$ cat config.mk
export PLATFORM = sky130hd
export DESIGN_NAME = stk_pipe_lk_flat
export DESIGN_NICKNAME = d
export VERILOG_FILES = /design/src/rtl/stk_pipe_lk_pkg.sv /design/src/rtl/stk_pipe_lk_if.sv /design/src/rtl/stk_pipe_lk.sv /design/src/flat_wrapper.sv
export SDC_FILE = /design/constraint.sdc
export NUM_CORES = 1
export LEC_CHECK = 0
export ABC_CLOCK_PERIOD_IN_PS = 3650
export CELL_PAD_IN_SITES_DETAIL_PLACEMENT = 0
export CELL_PAD_IN_SITES_GLOBAL_PLACEMENT = 1
export CORE_ASPECT_RATIO = 1.2
export CORE_UTILIZATION = 37
export CTS_BUF_LIST = sky130_fd_sc_hd__clkbuf_8
export DETAILED_ROUTE_END_ITERATION = 10
export GPL_TIMING_DRIVEN = 0
export PLACE_DENSITY = 0.91
export RECOVER_POWER = 25
export SLEW_MARGIN = 20
export SYNTH_ARGS = -nofsm -noshare
export SYNTH_HDL_FRONTEND = slang
export SYNTH_SLANG_ARGS = --single-unit
$ cat constraint.sdc
create_clock -name clk -period 3.65 [get_ports clk]
set_input_delay 1.095 -clock clk [delete_from_list [all_inputs] [get_ports clk]]
set_output_delay 1.095 -clock clk [all_outputs]
set_load 0.01 [all_outputs]
$ cat src/rtl/stk_pipe_lk_pkg.sv
// stk_pipe_lk_pkg: engine count and stack-pipeline shared types.
package cfg_pkg;
  localparam int ENGS_N = 4;
  localparam int ENGID_W = $clog2(ENGS_N);
endpackage

package stk_pkg;
  localparam int PTR_W = 8;
  localparam int CNT_W = 8;
  localparam int DAT_W = 128;
  typedef enum logic [1:0] {PUSH, POP, INV} opcode_t;
endpackage

$ cat src/rtl/stk_pipe_lk_if.sv
// stk_pipe_lk_if: admission, allocator, write-back and EX-stage signals of the LK stage.
interface stk_pipe_lk_if;
  import cfg_pkg::*;
  import stk_pkg::*;
  logic lk_vld;
  logic [ENGID_W-1:0] lk_engid;
  opcode_t lk_opcode;
  logic lk_dat_vld;
  logic [DAT_W-1:0] lk_dat;
  logic [PTR_W-1:0] al_ptr;
  logic al_rtn;
  logic wb_vld;
  logic [ENGID_W-1:0] wb_engid;
  logic [PTR_W-1:0] wb_head;
  logic ex_vld;
  logic [ENGID_W-1:0] ex_engid;
  opcode_t ex_opcode;
  logic [PTR_W-1:0] ex_ptr;
  logic [PTR_W-1:0] ex_link;
  logic [CNT_W-1:0] ex_cnt;
  logic ex_err;
  logic ex_dat_vld;
  logic [DAT_W-1:0] ex_dat;
  modport master(
    output lk_vld, lk_engid, lk_opcode, lk_dat_vld, lk_dat, al_ptr, wb_vld, wb_engid, wb_head,
    input al_rtn, ex_vld, ex_engid, ex_opcode, ex_ptr, ex_link, ex_cnt, ex_err, ex_dat_vld, ex_dat
  );
  modport slave(
    input lk_vld, lk_engid, lk_opcode, lk_dat_vld, lk_dat, al_ptr, wb_vld, wb_engid, wb_head,
    output al_rtn, ex_vld, ex_engid, ex_opcode, ex_ptr, ex_link, ex_cnt, ex_err, ex_dat_vld, ex_dat
  );
endinterface

$ cat src/rtl/stk_pipe_lk.sv
// stk_pipe_lk: LK stage; registers microcode, resolves it against per-engine stack state, drives EX.
module stk_pipe_lk
  import cfg_pkg::*;
  import stk_pkg::*;
(
  input logic clk,
  input logic arst_n,
  stk_pipe_lk_if.slave bus
);
  logic lk_vld_r;
  logic [ENGID_W-1:0] lk_engid_r;
  opcode_t lk_opcode_r;
  logic lk_dat_vld_r;
  logic [DAT_W-1:0] lk_dat_r;
  logic [PTR_W-1:0] head [ENGS_N];
  logic [CNT_W-1:0] cnt [ENGS_N];
  logic [ENGS_N-1:0] pend;
  logic wb_hit, is_push, is_pop, is_inv, err, commit;
  logic [PTR_W-1:0] cur_head;
  logic [CNT_W-1:0] cur_cnt;
  always_ff @(posedge clk or negedge arst_n) begin
    if (!arst_n) begin
      lk_vld_r <= 1'b0;
      lk_engid_r <= '0;
      lk_opcode_r <= PUSH;
      lk_dat_vld_r <= 1'b0;
      lk_dat_r <= '0;
    end else begin
      lk_vld_r <= bus.lk_vld;
      if (bus.lk_vld) begin
        lk_engid_r <= bus.lk_engid;
        lk_opcode_r <= bus.lk_opcode;
        lk_dat_vld_r <= bus.lk_dat_vld;
        lk_dat_r <= bus.lk_dat;
      end
    end
  end
  // A write-back landing this cycle on the looked-up engine is forwarded ahead of the table.
  assign wb_hit = bus.wb_vld && bus.wb_engid == lk_engid_r;
  assign cur_head = wb_hit ? bus.wb_head : head[lk_engid_r];
  assign cur_cnt = cnt[lk_engid_r];
  assign is_push = lk_vld_r && lk_opcode_r == PUSH;
  assign is_pop = lk_vld_r && lk_opcode_r == POP;
  assign is_inv = lk_vld_r && lk_opcode_r == INV;
  assign err = (is_push && &cur_cnt) || (is_pop && cur_cnt == '0);
  assign commit = lk_vld_r && !err;
  assign bus.al_rtn = is_push && &cur_cnt;
  assign bus.ex_vld = lk_vld_r;
  assign bus.ex_engid = lk_engid_r;
  assign bus.ex_opcode = lk_opcode_r;
  assign bus.ex_ptr = is_push ? bus.al_ptr : cur_head;
  assign bus.ex_link = is_push ? cur_head : '0;
  assign bus.ex_cnt = is_inv ? cur_cnt : '0;
  assign bus.ex_err = err;
  assign bus.ex_dat_vld = lk_vld_r && lk_dat_vld_r && !err;
  assign bus.ex_dat = lk_dat_r;
  // Write-back commits first so a same-engine command in LK overrides it.
  always_ff @(posedge clk or negedge arst_n) begin
    if (!arst_n) begin
      for (int i = 0; i < ENGS_N; i++) begin
        head[i] <= '0;
        cnt[i] <= '0;
      end
      pend <= '0;
    end else begin
      for (int i = 0; i < ENGS_N; i++) begin
        if (bus.wb_vld && bus.wb_engid == ENGID_W'(i)) begin
          head[i] <= bus.wb_head;
          pend[i] <= 1'b0;
        end
        if (commit && lk_engid_r == ENGID_W'(i)) begin
          if (is_push) begin
            head[i] <= bus.al_ptr;
            cnt[i] <= cnt[i] + 1'b1;
          end
          if (is_pop) begin
            cnt[i] <= cnt[i] - 1'b1;
            pend[i] <= 1'b1;
          end
          if (is_inv) begin
            head[i] <= '0;
            cnt[i] <= '0;
          end
        end
      end
    end
  end
  a_no_pend_lookup: assert property (@(posedge clk) disable iff (!arst_n)
    lk_vld_r && pend[lk_engid_r] |-> wb_hit);
  a_wb_to_pend: assert property (@(posedge clk) disable iff (!arst_n)
    bus.wb_vld |-> pend[bus.wb_engid]);
endmodule

$ cat src/flat_wrapper.sv
// flat-port wrapper written by rule: the top's interface ports become plain ports
module stk_pipe_lk_flat import cfg_pkg::*; import stk_pkg::*;
  (clk, arst_n, bus_lk_vld, bus_lk_engid, bus_lk_opcode, bus_lk_dat_vld, bus_lk_dat, bus_al_ptr, bus_wb_vld, bus_wb_engid, bus_wb_head, bus_al_rtn, bus_ex_vld, bus_ex_engid, bus_ex_opcode, bus_ex_ptr, bus_ex_link, bus_ex_cnt, bus_ex_err, bus_ex_dat_vld, bus_ex_dat);
  stk_pipe_lk_if bus_i ();
  input logic clk;
  input logic arst_n;
  input wire logic [$bits(bus_i.lk_vld)-1:0] bus_lk_vld;
  input wire logic [$bits(bus_i.lk_engid)-1:0] bus_lk_engid;
  input wire logic [$bits(bus_i.lk_opcode)-1:0] bus_lk_opcode;
  input wire logic [$bits(bus_i.lk_dat_vld)-1:0] bus_lk_dat_vld;
  input wire logic [$bits(bus_i.lk_dat)-1:0] bus_lk_dat;
  input wire logic [$bits(bus_i.al_ptr)-1:0] bus_al_ptr;
  input wire logic [$bits(bus_i.wb_vld)-1:0] bus_wb_vld;
  input wire logic [$bits(bus_i.wb_engid)-1:0] bus_wb_engid;
  input wire logic [$bits(bus_i.wb_head)-1:0] bus_wb_head;
  output wire logic [$bits(bus_i.al_rtn)-1:0] bus_al_rtn;
  output wire logic [$bits(bus_i.ex_vld)-1:0] bus_ex_vld;
  output wire logic [$bits(bus_i.ex_engid)-1:0] bus_ex_engid;
  output wire logic [$bits(bus_i.ex_opcode)-1:0] bus_ex_opcode;
  output wire logic [$bits(bus_i.ex_ptr)-1:0] bus_ex_ptr;
  output wire logic [$bits(bus_i.ex_link)-1:0] bus_ex_link;
  output wire logic [$bits(bus_i.ex_cnt)-1:0] bus_ex_cnt;
  output wire logic [$bits(bus_i.ex_err)-1:0] bus_ex_err;
  output wire logic [$bits(bus_i.ex_dat_vld)-1:0] bus_ex_dat_vld;
  output wire logic [$bits(bus_i.ex_dat)-1:0] bus_ex_dat;
  assign bus_i.lk_vld = bus_lk_vld;
  assign bus_i.lk_engid = bus_lk_engid;
  assign bus_i.lk_opcode = bus_lk_opcode;
  assign bus_i.lk_dat_vld = bus_lk_dat_vld;
  assign bus_i.lk_dat = bus_lk_dat;
  assign bus_i.al_ptr = bus_al_ptr;
  assign bus_i.wb_vld = bus_wb_vld;
  assign bus_i.wb_engid = bus_wb_engid;
  assign bus_i.wb_head = bus_wb_head;
  assign bus_al_rtn = bus_i.al_rtn;
  assign bus_ex_vld = bus_i.ex_vld;
  assign bus_ex_engid = bus_i.ex_engid;
  assign bus_ex_opcode = bus_i.ex_opcode;
  assign bus_ex_ptr = bus_i.ex_ptr;
  assign bus_ex_link = bus_i.ex_link;
  assign bus_ex_cnt = bus_i.ex_cnt;
  assign bus_ex_err = bus_i.ex_err;
  assign bus_ex_dat_vld = bus_i.ex_dat_vld;
  assign bus_ex_dat = bus_i.ex_dat;
  stk_pipe_lk u_core (.clk(clk), .arst_n(arst_n), .bus(bus_i));
endmodule
==> summary.md <==
| Metric | Value |
|---|---|
| Status | `complete, but fails checks` |
| Violated checks | `capacitance limit, slew limit, setup timing` |
| Worst-path fanout max | `8` |
| Clock tree from TritonCTS | `done` |
| Overall power | `6.766 mW` |
| Final routed DRC violation total | `0` |
| Final-layout setup total negative slack | `-2.458 ns` |
| Critical hold path startpoint | `u_core.bus.ex_dat[49]$_DFFE_PN0P_` |
| Fraction of final layout cells sized beyond drive strength 1 | `0.2092` |
| Row Count | `64` |
| Hold violation total from the final report | `0` |
| Root buffer selected by CTS | `clkbuf_8` |
| Warnings, synthesis | `0` |
| Maximum number of pins on one net before global-route repair | `85` |
| Crit path DAT | `2.82 ns` |
| Least setup slack across all paths after layout | `-0.2671 ns` |
| Top cells by area in the synthesized netlist | `dfrtp_1 (51%), mux2_2 (16%), nand2_1 (3.4%)` |
| Total of flip-flops plus latches after synthesis | `198` |
| Reg2Reg Depth | `12` |
| Crit path from | `u_core.bus.ex_engid[0]$_DFFE_PN0P_` |
| Number of global-route vias before repair | `8568` |
| Die outline area | `0.02717 mm^2` |
| I/O pins | `315` |
| Library cell occupying the most area in the post-synthesis netlist | `dfrtp_1` |
| Clock buffer count from CTS | `17` |
| Maximum vdd drop | `0.3235 mV` |
| Final Max Slew Viols | `60` |
| Final weighted congestion of routability-driven global placement | `0.8363` |
| Most frequent cells after synthesis | `dfrtp_1 (198), mux2_2 (140), nand2_1 (88)` |
| Ys async rst share | `1.000` |
| Number of synthesized flops with an enable pin | `0` |
| Net count after synthesis | `1011` |
| Clock-pin slew on the worst setup and hold paths | `0.11 ns` |
| Worst reg2reg path startpoint | `u_core.bus.ex_opcode[0]$_DFFE_PN0P_` |
| Class of the most critical setup path | `reg -> out` |
| Count of mapped cells out of synthesis | `840` |
| Fin nets | `1354` |
| Number of distinct library cell variants in the gate-level netlist after synthesis | `58` |
| DR vias/cell | `5.404` |
| Overall routing resource usage | `0.2274` |
| Part of the Yosys area used for sequential elements | `0.5050` |
| Clock network latency to the later pin of the worst-skew pair | `0.49 ns` |
| Most used flip-flop cell after synthesis | `dfrtp_1` |
| Multi-input logic area | `0.004613 mm^2` |
| Buffers added on ports | `311` |
| Length of the first detailed-routing pass in iterations | `7` |
| Initial antenna violation count | `3` |
| Aggregate routed wire length | `30250 um` |
| Post-synthesis average cell area | `11.68 um^2` |
| Layout Area Growth over Synthesis | `42.32%` |
| Highest clock rate | `0.2553 GHz` |
| Number of H-tree branching levels | `4` |
| Area used by sequential logic in the layout | `0.004957 mm^2` |
| Initial cell density of the core | `0.3805` |
| Share of the synthesized area in the top cell type | `0.5050` |
| Kind of capture point of the worst setup path | `output port` |
| Vias after detailed routing | `8252` |
| Core Box Area | `0.02578 mm^2` |
| Worst hold path stage count | `1` |
| Clock period minus final worst setup slack | `3.917 ns` |
| Number of antenna-violating nets in the routed design | `0` |
| Filler cell count | `2238` |
| Fin crit share | `1.073` |
| Slew of the pin with the lowest slew margin | `1.504 ns` |
| Number of buffers on the longest clock path | `2` |
| Global-route wire length before repair | `47350 um` |
| Clock net sink count | `198` |
| Startpoint type of the worst setup path | `flop` |
| Hold bufs inserted after CTS | `0` |
| Final setup violation count | `14` |
| P_leak | `5.718 nW` |
| Number of placed instances, taps included | `1483` |
| Endpoint required time on the critical path | `2.55 ns` |
| Hold Worst Slack | `0.5166 ns` |
| Horiz. Die Dim | `150.6 um` |
| Chip height | `180.4 um` |
| DRT iter0 DRCs | `445` |
| Relative slew slack | `-0.002603` |
| Most common cell in the netlist | `dfrtp_1` |
| Netlist area before placement | `0.009811 mm^2` |
| Max-capacitance violation count | `1` |
| Congestion Overflow GR | `0` |
| Power per unit of standard cell area | `484.6 mW/mm^2` |
| HPWL after detailed placement | `22100 um` |
| Worst min path class | `reg -> reg` |
| Layout Skew | `0.01816 ns` |
| Final cell count without fillers | `1527` |
| Wire length per cell after detailed routing | `19.81 um` |
| Unrepaired setup endpoints after global routing | `yes` |
timing repair:
item,4_1_cts,5_1_grt
buffers inserted,11,1
cloned,0,0
setup endpoints to repair,29,27
pin swaps,4,0
resized for setup,52,4
metal layers:
metal | track usage | wire (um) | up-vias
li1 | - | - | 3767
met1 | 0.2728 | 11880 | 4104
met2 | 0.3902 | 15430 | 345
met3 | 0.05924 | 2327 | 36
met4 | 0.07800 | 617 | 0
met5 | 0 | 0 | -
layout make-up:
cell class | count | area share
sequential | 198 | 0.3551
clock inverter | 13 | 0.01147
inverter | 11 | 0.002957
antenna | 2 | 0.0003585
multi-input combinational | 570 | 0.3304
tap | 330 | 0.02957
timing repair buffer | 325 | 0.2299
clock buffer | 18 | 0.01774
buffer | 60 | 0.02258
sequential cells by signal (all words and copies together) (netlist names):
| signal | cells |
|---|---|
| u_core.cnt | 32 |
| u_core.head | 32 |
| u_core.bus.ex_engid | 2 |
| u_core.lk_dat_vld_r | 1 |
| u_core.bus.ex_opcode | 2 |
| u_core.bus.ex_vld | 1 |
| u_core.bus.ex_dat | 128 |
kinds of logic (layout without fill, tap and decap cells):
group / count (synthesis) / count (layout) / synth area share
adders and majority gates: 16 / 16 / 0.02041
DFF: 198 / 198 / 0.5050
muxes: 161 / 161 / 0.2057
other: 0 / 2 / 0
AOI/OAI and AO/OA: 155 / 155 / 0.1107
buffers and inverters: 72 / 427 / 0.03278
and+or+nand+nor: 221 / 221 / 0.1102
xor gates and xnor gates: 17 / 17 / 0.01518
worst paths after layout:
check / to / slack, ns
max: bus_ex_dat_vld / -0.27
min: u_core.bus.ex_dat[49]$_DFFE_PN0P_ / 0.52
max reg2reg: u_core.cnt[6]$_DFFE_PN0P_ / 0.22
min reg2reg: u_core.bus.ex_dat[49]$_DFFE_PN0P_ / 0.52
max in group asynchronous: u_core.bus.ex_dat[4]$_DFFE_PN0P_ / 0.59
min in group asynchronous: u_core.bus.ex_dat[121]$_DFFE_PN0P_ / 0.95
cells in the final DEF, fill, tap and decap left out, drive strengths merged, types with 5 or more instances in the layout:
| cell | Yosys | layout |
|---|---|---|
| a21oi | 19 | 19 |
| a31oi | 5 | 5 |
| a32oi | 32 | 32 |
| and2 | 9 | 9 |
| and3 | 10 | 10 |
| buf | 19 | 34 |
| clkbuf | 42 | 61 |
| clkdlybuf4s50 | 0 | 301 |
| dfrtp | 198 | 198 |
| dlygate4sd2 | 0 | 5 |
| ha | 16 | 16 |
| inv | 10 | 17 |
| mux2 | 144 | 144 |
| mux4 | 16 | 16 |
| nand2 | 88 | 88 |
| nand2b | 7 | 7 |
| nand3 | 23 | 23 |
| nor2 | 41 | 41 |
| nor3 | 7 | 7 |
| nor4 | 6 | 6 |
| o21ai | 46 | 46 |
| o31ai | 16 | 16 |
| o41ai | 6 | 6 |
| or2 | 8 | 8 |
| or3 | 5 | 5 |
| xnor2 | 11 | 11 |
| xor2 | 6 | 6 |
power breakdown:
| group | leakage (nW) | switching [mW] | total, mW | internal (mW) |
|---|---|---|---|---|
| Combinational | 3.17 | 1.09 | 2.38 | 1.29 |
| Clock | 0.199 | 0.909 | 1.50 | 0.592 |
| Sequential | 2.35 | 0.312 | 2.88 | 2.57 |
| Total | 5.72 | 2.31 | 6.77 | 4.46 |
stage by stage:
step / util / setup slack [ns] / area (um^2)
floorplan: - / 0.2517 / 9811
global placement: 0.5172 / -7.234 / 13340
detailed placement: 0.5198 / -0.7368 / 13400
CTS: 0.5429 / -0.2805 / 14000
global route: 0.5415 / -0.3511 / 13960
finish: 0.5415 / -0.2671 / 13960
critical path, cell delays in order (launching register included):
cell and delay (ns):
dfrtp_2 0.45, buf_8 0.17, mux4_2 0.56, or4_4 0.52
nor4_4 0.23, or2_4 0.21, nor3_2 0.04, buf_2 0.15
No activity file was read; power rests on OpenSTA's default activity.
